File: config.mk
export PLATFORM = sky130hd
export DESIGN_NAME = frame_tx
export DESIGN_NICKNAME = d
export VERILOG_FILES = /design/src/rtl/frame_tx_pkg.sv /design/src/rtl/frame_fifo.sv /design/src/rtl/frame_tx.sv
export SDC_FILE = /design/constraint.sdc
export NUM_CORES = 1
export LEC_CHECK = 0
export ABC_AREA = 1
export BUFFER_PORTS_ARGS = -buffer_cell sky130_fd_sc_hd__buf_2
export CAP_MARGIN = 40
export CELL_PAD_IN_SITES_DETAIL_PLACEMENT = 1
export CELL_PAD_IN_SITES_GLOBAL_PLACEMENT = 1
export CORE_AREA = 5 5 154 156
export CTS_BUF_LIST = sky130_fd_sc_hd__clkbuf_4 sky130_fd_sc_hd__clkbuf_8
export DETAILED_ROUTE_END_ITERATION = 6
export DIE_AREA = 0 0 159 161
export PLACE_DENSITY = 0.76
export SLEW_MARGIN = 20
export SYNTH_ARGS = -nofsm -noshare
export SYNTH_HDL_FRONTEND = slang
export SYNTH_SLANG_ARGS = --single-unit
File: constraint.sdc
create_clock -name clk -period 3.42 [get_ports clk]
set_input_delay 1.026 -clock clk [delete_from_list [all_inputs] [get_ports clk]]
set_output_delay 1.026 -clock clk [all_outputs]
set_load 0.1 [all_outputs]
File: src/rtl/frame_tx_pkg.sv
// rtl/frame_tx_pkg.sv - shared constants, state encoding and frame length helper for frame_tx
// Optional feature macro: FRAME_TX_CSUM_EN (adds one checksum byte per frame).
package frame_tx_pkg;

  localparam logic [7:0] HEAD_DEFAULT = 8'hCA;
  localparam logic [7:0] TAIL_DEFAULT = 8'hFE;

  typedef enum logic [1:0] {
    IDLE,
    LOAD,
    SEND,
    WAIT
  } state_t;

  // Total bytes on the wire for one frame: HEAD + payload [+ CSUM] + TAIL.
  function automatic int frame_len(input int payload_bytes);
`ifdef FRAME_TX_CSUM_EN
    return payload_bytes + 3;
`else
    return payload_bytes + 2;
`endif
  endfunction

endpackage

File: src/rtl/frame_fifo.sv
// rtl/frame_fifo.sv - small synchronous frame FIFO with registered read data
// Ports:
//   clk, rst_n  clock, asynchronous active-low reset
//   wr, wdata   write request and payload word
//   rd, rdata   pop request; rdata is loaded with the head entry on the pop edge
//   full, empty occupancy flags
// A write while full is accepted when a pop happens in the same cycle.
module frame_fifo #(
  parameter int WIDTH = 48,
  parameter int DEPTH = 2
) (
  input  logic             clk,
  input  logic             rst_n,
  input  logic             wr,
  input  logic [WIDTH-1:0] wdata,
  input  logic             rd,
  output logic [WIDTH-1:0] rdata,
  output logic             full,
  output logic             empty
);

  localparam int AW = $clog2(DEPTH);

  logic [WIDTH-1:0] mem [DEPTH];
  // One extra pointer bit distinguishes full from empty when the indices match.
  logic [AW:0]      wptr;
  logic [AW:0]      rptr;
  logic             rd_ok;
  logic             wr_ok;

  assign empty = (wptr == rptr);
  assign full  = (wptr[AW] != rptr[AW]) && (wptr[AW-1:0] == rptr[AW-1:0]);
  assign rd_ok = rd & ~empty;
  assign wr_ok = wr & (~full | rd_ok);

  always_ff @(posedge clk or negedge rst_n) begin
    if (!rst_n) begin
      wptr  <= '0;
      rptr  <= '0;
      rdata <= '0;
    end else begin
      if (wr_ok) begin
        wptr <= wptr + (AW+1)'(1);
      end
      if (rd_ok) begin
        rptr  <= rptr + (AW+1)'(1);
        // Reads the old entry even when a full-FIFO write targets the same slot.
        rdata <= mem[rptr[AW-1:0]];
      end
    end
  end

  always_ff @(posedge clk) begin
    if (wr_ok) begin
      mem[wptr[AW-1:0]] <= wdata;
    end
  end

endmodule

File: src/rtl/frame_tx.sv
// rtl/frame_tx.sv - queued, paced byte serializer: HEAD, payload MSB-first, [CSUM], TAIL
// Optional feature macro: FRAME_TX_CSUM_EN (checksum byte = payload sum mod 256).
// Ports:
//   clk, rst_n  clock, asynchronous active-low reset
//   din, den    payload word and load strobe (loads are queued in frame_fifo)
//   dout        current frame byte, held between strobes
//   drdy        one-cycle strobe marking a valid dout byte
//   busy        frame in progress or frames queued
//   ovf         one-cycle pulse when a load is dropped on a full queue
module frame_tx
  import frame_tx_pkg::*;
#(
  parameter int         PAYLOAD_BYTES = 6,
  parameter int         GAP           = 3300,
  parameter int         DEPTH         = 2,
  parameter logic [7:0] HEAD          = HEAD_DEFAULT,
  parameter logic [7:0] TAIL          = TAIL_DEFAULT
) (
  input  logic                       clk,
  input  logic                       rst_n,
  input  logic [8*PAYLOAD_BYTES-1:0] din,
  input  logic                       den,
  output logic [7:0]                 dout,
  output logic                       drdy,
  output logic                       busy,
  output logic                       ovf
);

  localparam int NBYTES = frame_len(PAYLOAD_BYTES);
  localparam int PW     = 8 * PAYLOAD_BYTES;
  localparam int SW     = 8 * NBYTES;
  localparam int PCW    = $clog2(GAP);
  localparam int BCW    = $clog2(NBYTES + 1);

  state_t          state;
  state_t          state_nxt;
  logic            pop;
  logic            full;
  logic            empty;
  logic [PW-1:0]   payload;
  logic [SW-1:0]   frame_img;
  logic [SW-1:0]   shreg;
  logic [BCW-1:0]  bcnt;
  logic [PCW-1:0]  pcnt;
  logic [7:0]      dout_q;

  frame_fifo #(
    .WIDTH (PW),
    .DEPTH (DEPTH)
  ) u_fifo (
    .clk   (clk),
    .rst_n (rst_n),
    .wr    (den),
    .wdata (din),
    .rd    (pop),
    .rdata (payload),
    .full  (full),
    .empty (empty)
  );

`ifdef FRAME_TX_CSUM_EN
  logic [7:0] csum;

  always_comb begin
    csum = '0;
    for (int i = 0; i < PAYLOAD_BYTES; i++) begin
      csum = csum + payload[8*i +: 8];
    end
  end

  assign frame_img = {HEAD, payload, csum, TAIL};
`else
  assign frame_img = {HEAD, payload, TAIL};
`endif

  // A load is dropped only when the queue is full and no pop frees a slot.
  assign ovf  = den & full & ~pop;
  assign busy = (state != IDLE) | ~empty;
  // During SEND the byte goes out straight from the shift register so drdy and
  // dout line up; dout_q keeps it on the pins until the next SEND.
  assign dout = drdy ? shreg[SW-1 -: 8] : dout_q;

  always_ff @(posedge clk or negedge rst_n) begin
    if (!rst_n) begin
      state <= IDLE;
    end else begin
      state <= state_nxt;
    end
  end

  always_comb begin
    state_nxt = state;
    pop       = 1'b0;
    drdy      = 1'b0;
    case (state)
      IDLE: begin
        if (!empty) begin
          pop       = 1'b1;
          state_nxt = LOAD;
        end
      end
      LOAD: begin
        state_nxt = SEND;
      end
      SEND: begin
        drdy      = 1'b1;
        state_nxt = WAIT;
      end
      WAIT: begin
        if (pcnt == PCW'(1)) begin
          state_nxt = (bcnt != '0) ? SEND : IDLE;
        end
      end
      default: begin
        state_nxt = IDLE;
      end
    endcase
  end

  always_ff @(posedge clk or negedge rst_n) begin
    if (!rst_n) begin
      shreg  <= '0;
      bcnt   <= '0;
      pcnt   <= '0;
      dout_q <= '0;
    end else begin
      case (state)
        LOAD: begin
          shreg <= frame_img;
          bcnt  <= BCW'(NBYTES);
        end
        SEND: begin
          dout_q <= shreg[SW-1 -: 8];
          shreg  <= shreg << 8;
          bcnt   <= bcnt - BCW'(1);
          // SEND plus GAP-1 WAIT cycles gives exactly GAP cycles per byte.
          pcnt   <= PCW'(GAP - 1);
        end
        WAIT: begin
          pcnt <= pcnt - PCW'(1);
        end
        default: begin
        end
      endcase
    end
  end

endmodule

==> summary.md <==
| Metric | Value |
|---|---|
| Share of layout cells above drive strength 1 | 15.6% |
| Htree depth | 2 |
| Initial Util | 41.2% |
| Status | completed |
| Final setup fails | 0 |
| Floorplan row count | 55 |
| Post-route setup TNS | 0 ns |
| Worst-path clk slew | 0.06 ns |
| Antenna viol nets, final | 0 |
| Crit end category | output port |
| Deepest clock path buffer count | 3 |
| Synth top area cells | dfrtp_1 (37%), edfxtp_1 (31%), nand2_1 (14%) |
| R2R depth | 7 |
| CP arrival | 2.22 ns |
| Cells after Synth | 873 |
| Hold Path End | dout_q[0] |
| Most common cell in the synthesized netlist | nand2_1 |
| Highest Clock Rate | 308 MHz |
| Synth unique cells | 35 |
| Syn_nets | 931 |
| Fin nets | 1009 |
| CP Cell Sequence | inv_1, ha_2, inv_2, nand2_1, o21ai_4, buf_2 |
| TritonCTS clock tree | yes |
| FFs w/ async S/R, synth | 58.4% |
| Die outline height | 161 um |
| Biggest area consumer among synthesized cells | dfrtp_1 |
| MaxCap Viol Count | 0 |
| CP max stage cell | buf_2 |
| CP startpoint kind | register |
| Drt first-iter violations | 350 |
| Number of global-route vias before repair | 6591 |
| Post-synth EDFFs | 96 |
| Top-area cell type share of the netlist area | 36.9% |
| Largest net degree at the start of global routing | 91 |
| Die outline width | 159 um |
| Avg Cell Area, Syn | 10.5 um2 |
| Slew HR | 51.4% |
| Fin crit period | 3.25 ns |
| Global-route wire length before repair | 33300 um |
| Fin. Hold Viols | 0 |
| Detailed placement HPWL | 13000 um |
| Seq/Total Area, Yosys | 68.3% |
| Synthesis-to-finish area growth | 15.5% |
| Critical path type | reg -> out |
| Clock buffer count from CTS | 40 |
| RSZ-0062 raised after global routing | false |
| Gp weighted congestion | 0.810 |
| Global route total overflow | 0 |
| Yosys reg bits | 231 |
| Power Density | 1040 nW/um2 |
| Worst path bufs/invs | 3 |
| Hold Startpoint | dout_q[0] |
| Top cells by count, synth | nand2_1 (353), dfrtp_1 (135), edfxtp_1 (96) |
| Number of port buffers | 61 |
| Overall routed net length | 19900 um |
| Vias per cell | 4.90 |
| CP max stage delay | 0.44 ns |
| Reg2reg setup slack | 0.98 ns |
| DR vias | 6197 |
| Worst slew pin tran | 0.729 ns |
| 1st-pass router iterations | 4 |
| Drt wl/cell | 15.8 um |
| CORE AREA | 22200 um2 |
| Initial antenna violation count | 0 |
| RR Startpoint | state[1] |
| Cell at the root of the clock tree | clkbuf_8 |
| Max-slew violations | 0 |
| Clock sink count | 231 |
| Critical path peak fanout | 17 |
| Top FF cell, synth | dfrtp_1 |
| Tcrit/Tclk final | 94.9% |
| CP delay by family, top | buffers and inverters |
| Die Area | 25600 um2 |
| Synthesized cell area | 9170 um2 |
| Diodes inserted | 0 |
| All-Layer GR Usage | 15.6% |
| Required @ worst endpoint | 2.39 ns |
| RR Endpoint | shreg[51] |
| Post-Route Utilization | 47.6% |
| Leak | 4.72 nW |
| Post-route DRC | 0 |
| Skew-Pair Late Insertion Delay | 0.52 ns |
| Hold Crit Class | reg -> reg |
| IO Pins | 62 |
| Hold path depth | 2 |
| Worst vdd ir | 0.455 mV |
| Setup Skew | 0.0160 ns |
| Synthesis Warnings | 0 |
[flip-flops by register name (all words and copies together), names as in the netlist]
| signal | count |
|---|---|
| pcnt | 12 |
| bcnt | 4 |
| u_fifo.mem | 96 |
| shreg | 57 |
| state | 2 |
| u_fifo.rdata | 48 |
| u_fifo.wptr | 2 |
| dout_q | 8 |
| u_fifo.rptr | 2 |
[report_power, final]
| group | leakage (nW) | switching [mW] | total, mW | internal (mW) |
|---|---|---|---|---|
| clock | 0.410 | 1.06 | 2.40 | 1.34 |
| sequential | 2.58 | 0.394 | 4.39 | 3.99 |
| combinational | 1.73 | 3.03 | 4.19 | 1.15 |
[repair_timing]
item                       in CTS  in global routing
setup endpoints to repair       0                  1
buffers inserted                0                  0
gates resized for setup         0                  1
hold buffers                    0                  0
[kinds of logic after synthesis]
kind of cell	share of synthesized area, %
AND/OR/NAND/NOR	17.1
flip-flops	68.3
AO/OA/AOI/OAI	7.60
buffers and inverters	5.34
adder cells (fa/ha/maj)	0.955
XOR/XNOR	0.560
multiplexers	0.109
[worst max path at each step]
stage | start | to | slack (ns) | cells past startpoint
global placement | state[0] | dout[5] | 0.78 | 6
CTS | state[0] | dout[5] | 0.12 | 6
detailed placement | state[0] | dout[5] | 0.67 | 6
finish | state[0] | dout[5] | 0.17 | 6
floorplan | den | ovf | 0.09 | 2
global route | state[0] | dout[5] | 0.003 | 6
[stage by stage]
step | area (um2) | cells | setup WS [ns] | hold WS, ns | total power [mW]
after floorplan | 9210 | 873 | 0.0900 | 0.432 | 7.64
after CTS | 10600 | 1264 | 0.118 | 0.473 | 11.2
after global routing | 10600 | 1264 | 0.00293 | 0.486 | 11.8
after detailed placement | 9820 | 1194 | 0.670 | 0.458 | 8.69
after global placement | 9800 | 1193 | 0.779 | 0.457 | 8.47
final | 10600 | 1264 | 0.174 | 0.468 | 11.0
[per-layer routing]
layer / up-vias / part of all wire, % / wire length [um] / global-route usage [%]
li1: 3015 / - / - / -
met4: 0 / 1.5 / 293 / 4.15
met1: 3064 / 47 / 9280 / 20.9
met3: 26 / 3.7 / 733 / 3.39
met5: - / 0 / 0 / 0
met2: 92 / 48 / 9620 / 26.1
[layout by cell type (no fill, tap or decap), drive strengths merged]
cell type and instances:
nor2 23, o211ai 39, a21oi 5, nand3b 1, edfxtp 96, dfrtp 135, o221ai 2, buf 70
nand2 355, xnor2 3, clkinvlp 1, o22ai 3, nor3 2, clkbuf 62, clkinv 7, mux2i 1
ha 7, xor2 2, and2 1, nand4 2, or2 1, o22a 3, o21ai 61, nand3 20
inv 76, a22oi 1
[area by class of cell]
cell class,instances,area [um2]
clock buffer,61,721
clock inverter,9,45.0
fill,2481,11600
inverter,75,287
multi-input combinational,532,2470
sequential,231,6260
tap,285,357
timing repair buffer,71,453
[tightest hold or removal path: stages (launching register included)]
cell and delay, ns:
dfrtp_1 0.32, nand2_1 0.06, o21ai_2 0.05
Power figures use the tool's default switching activity.
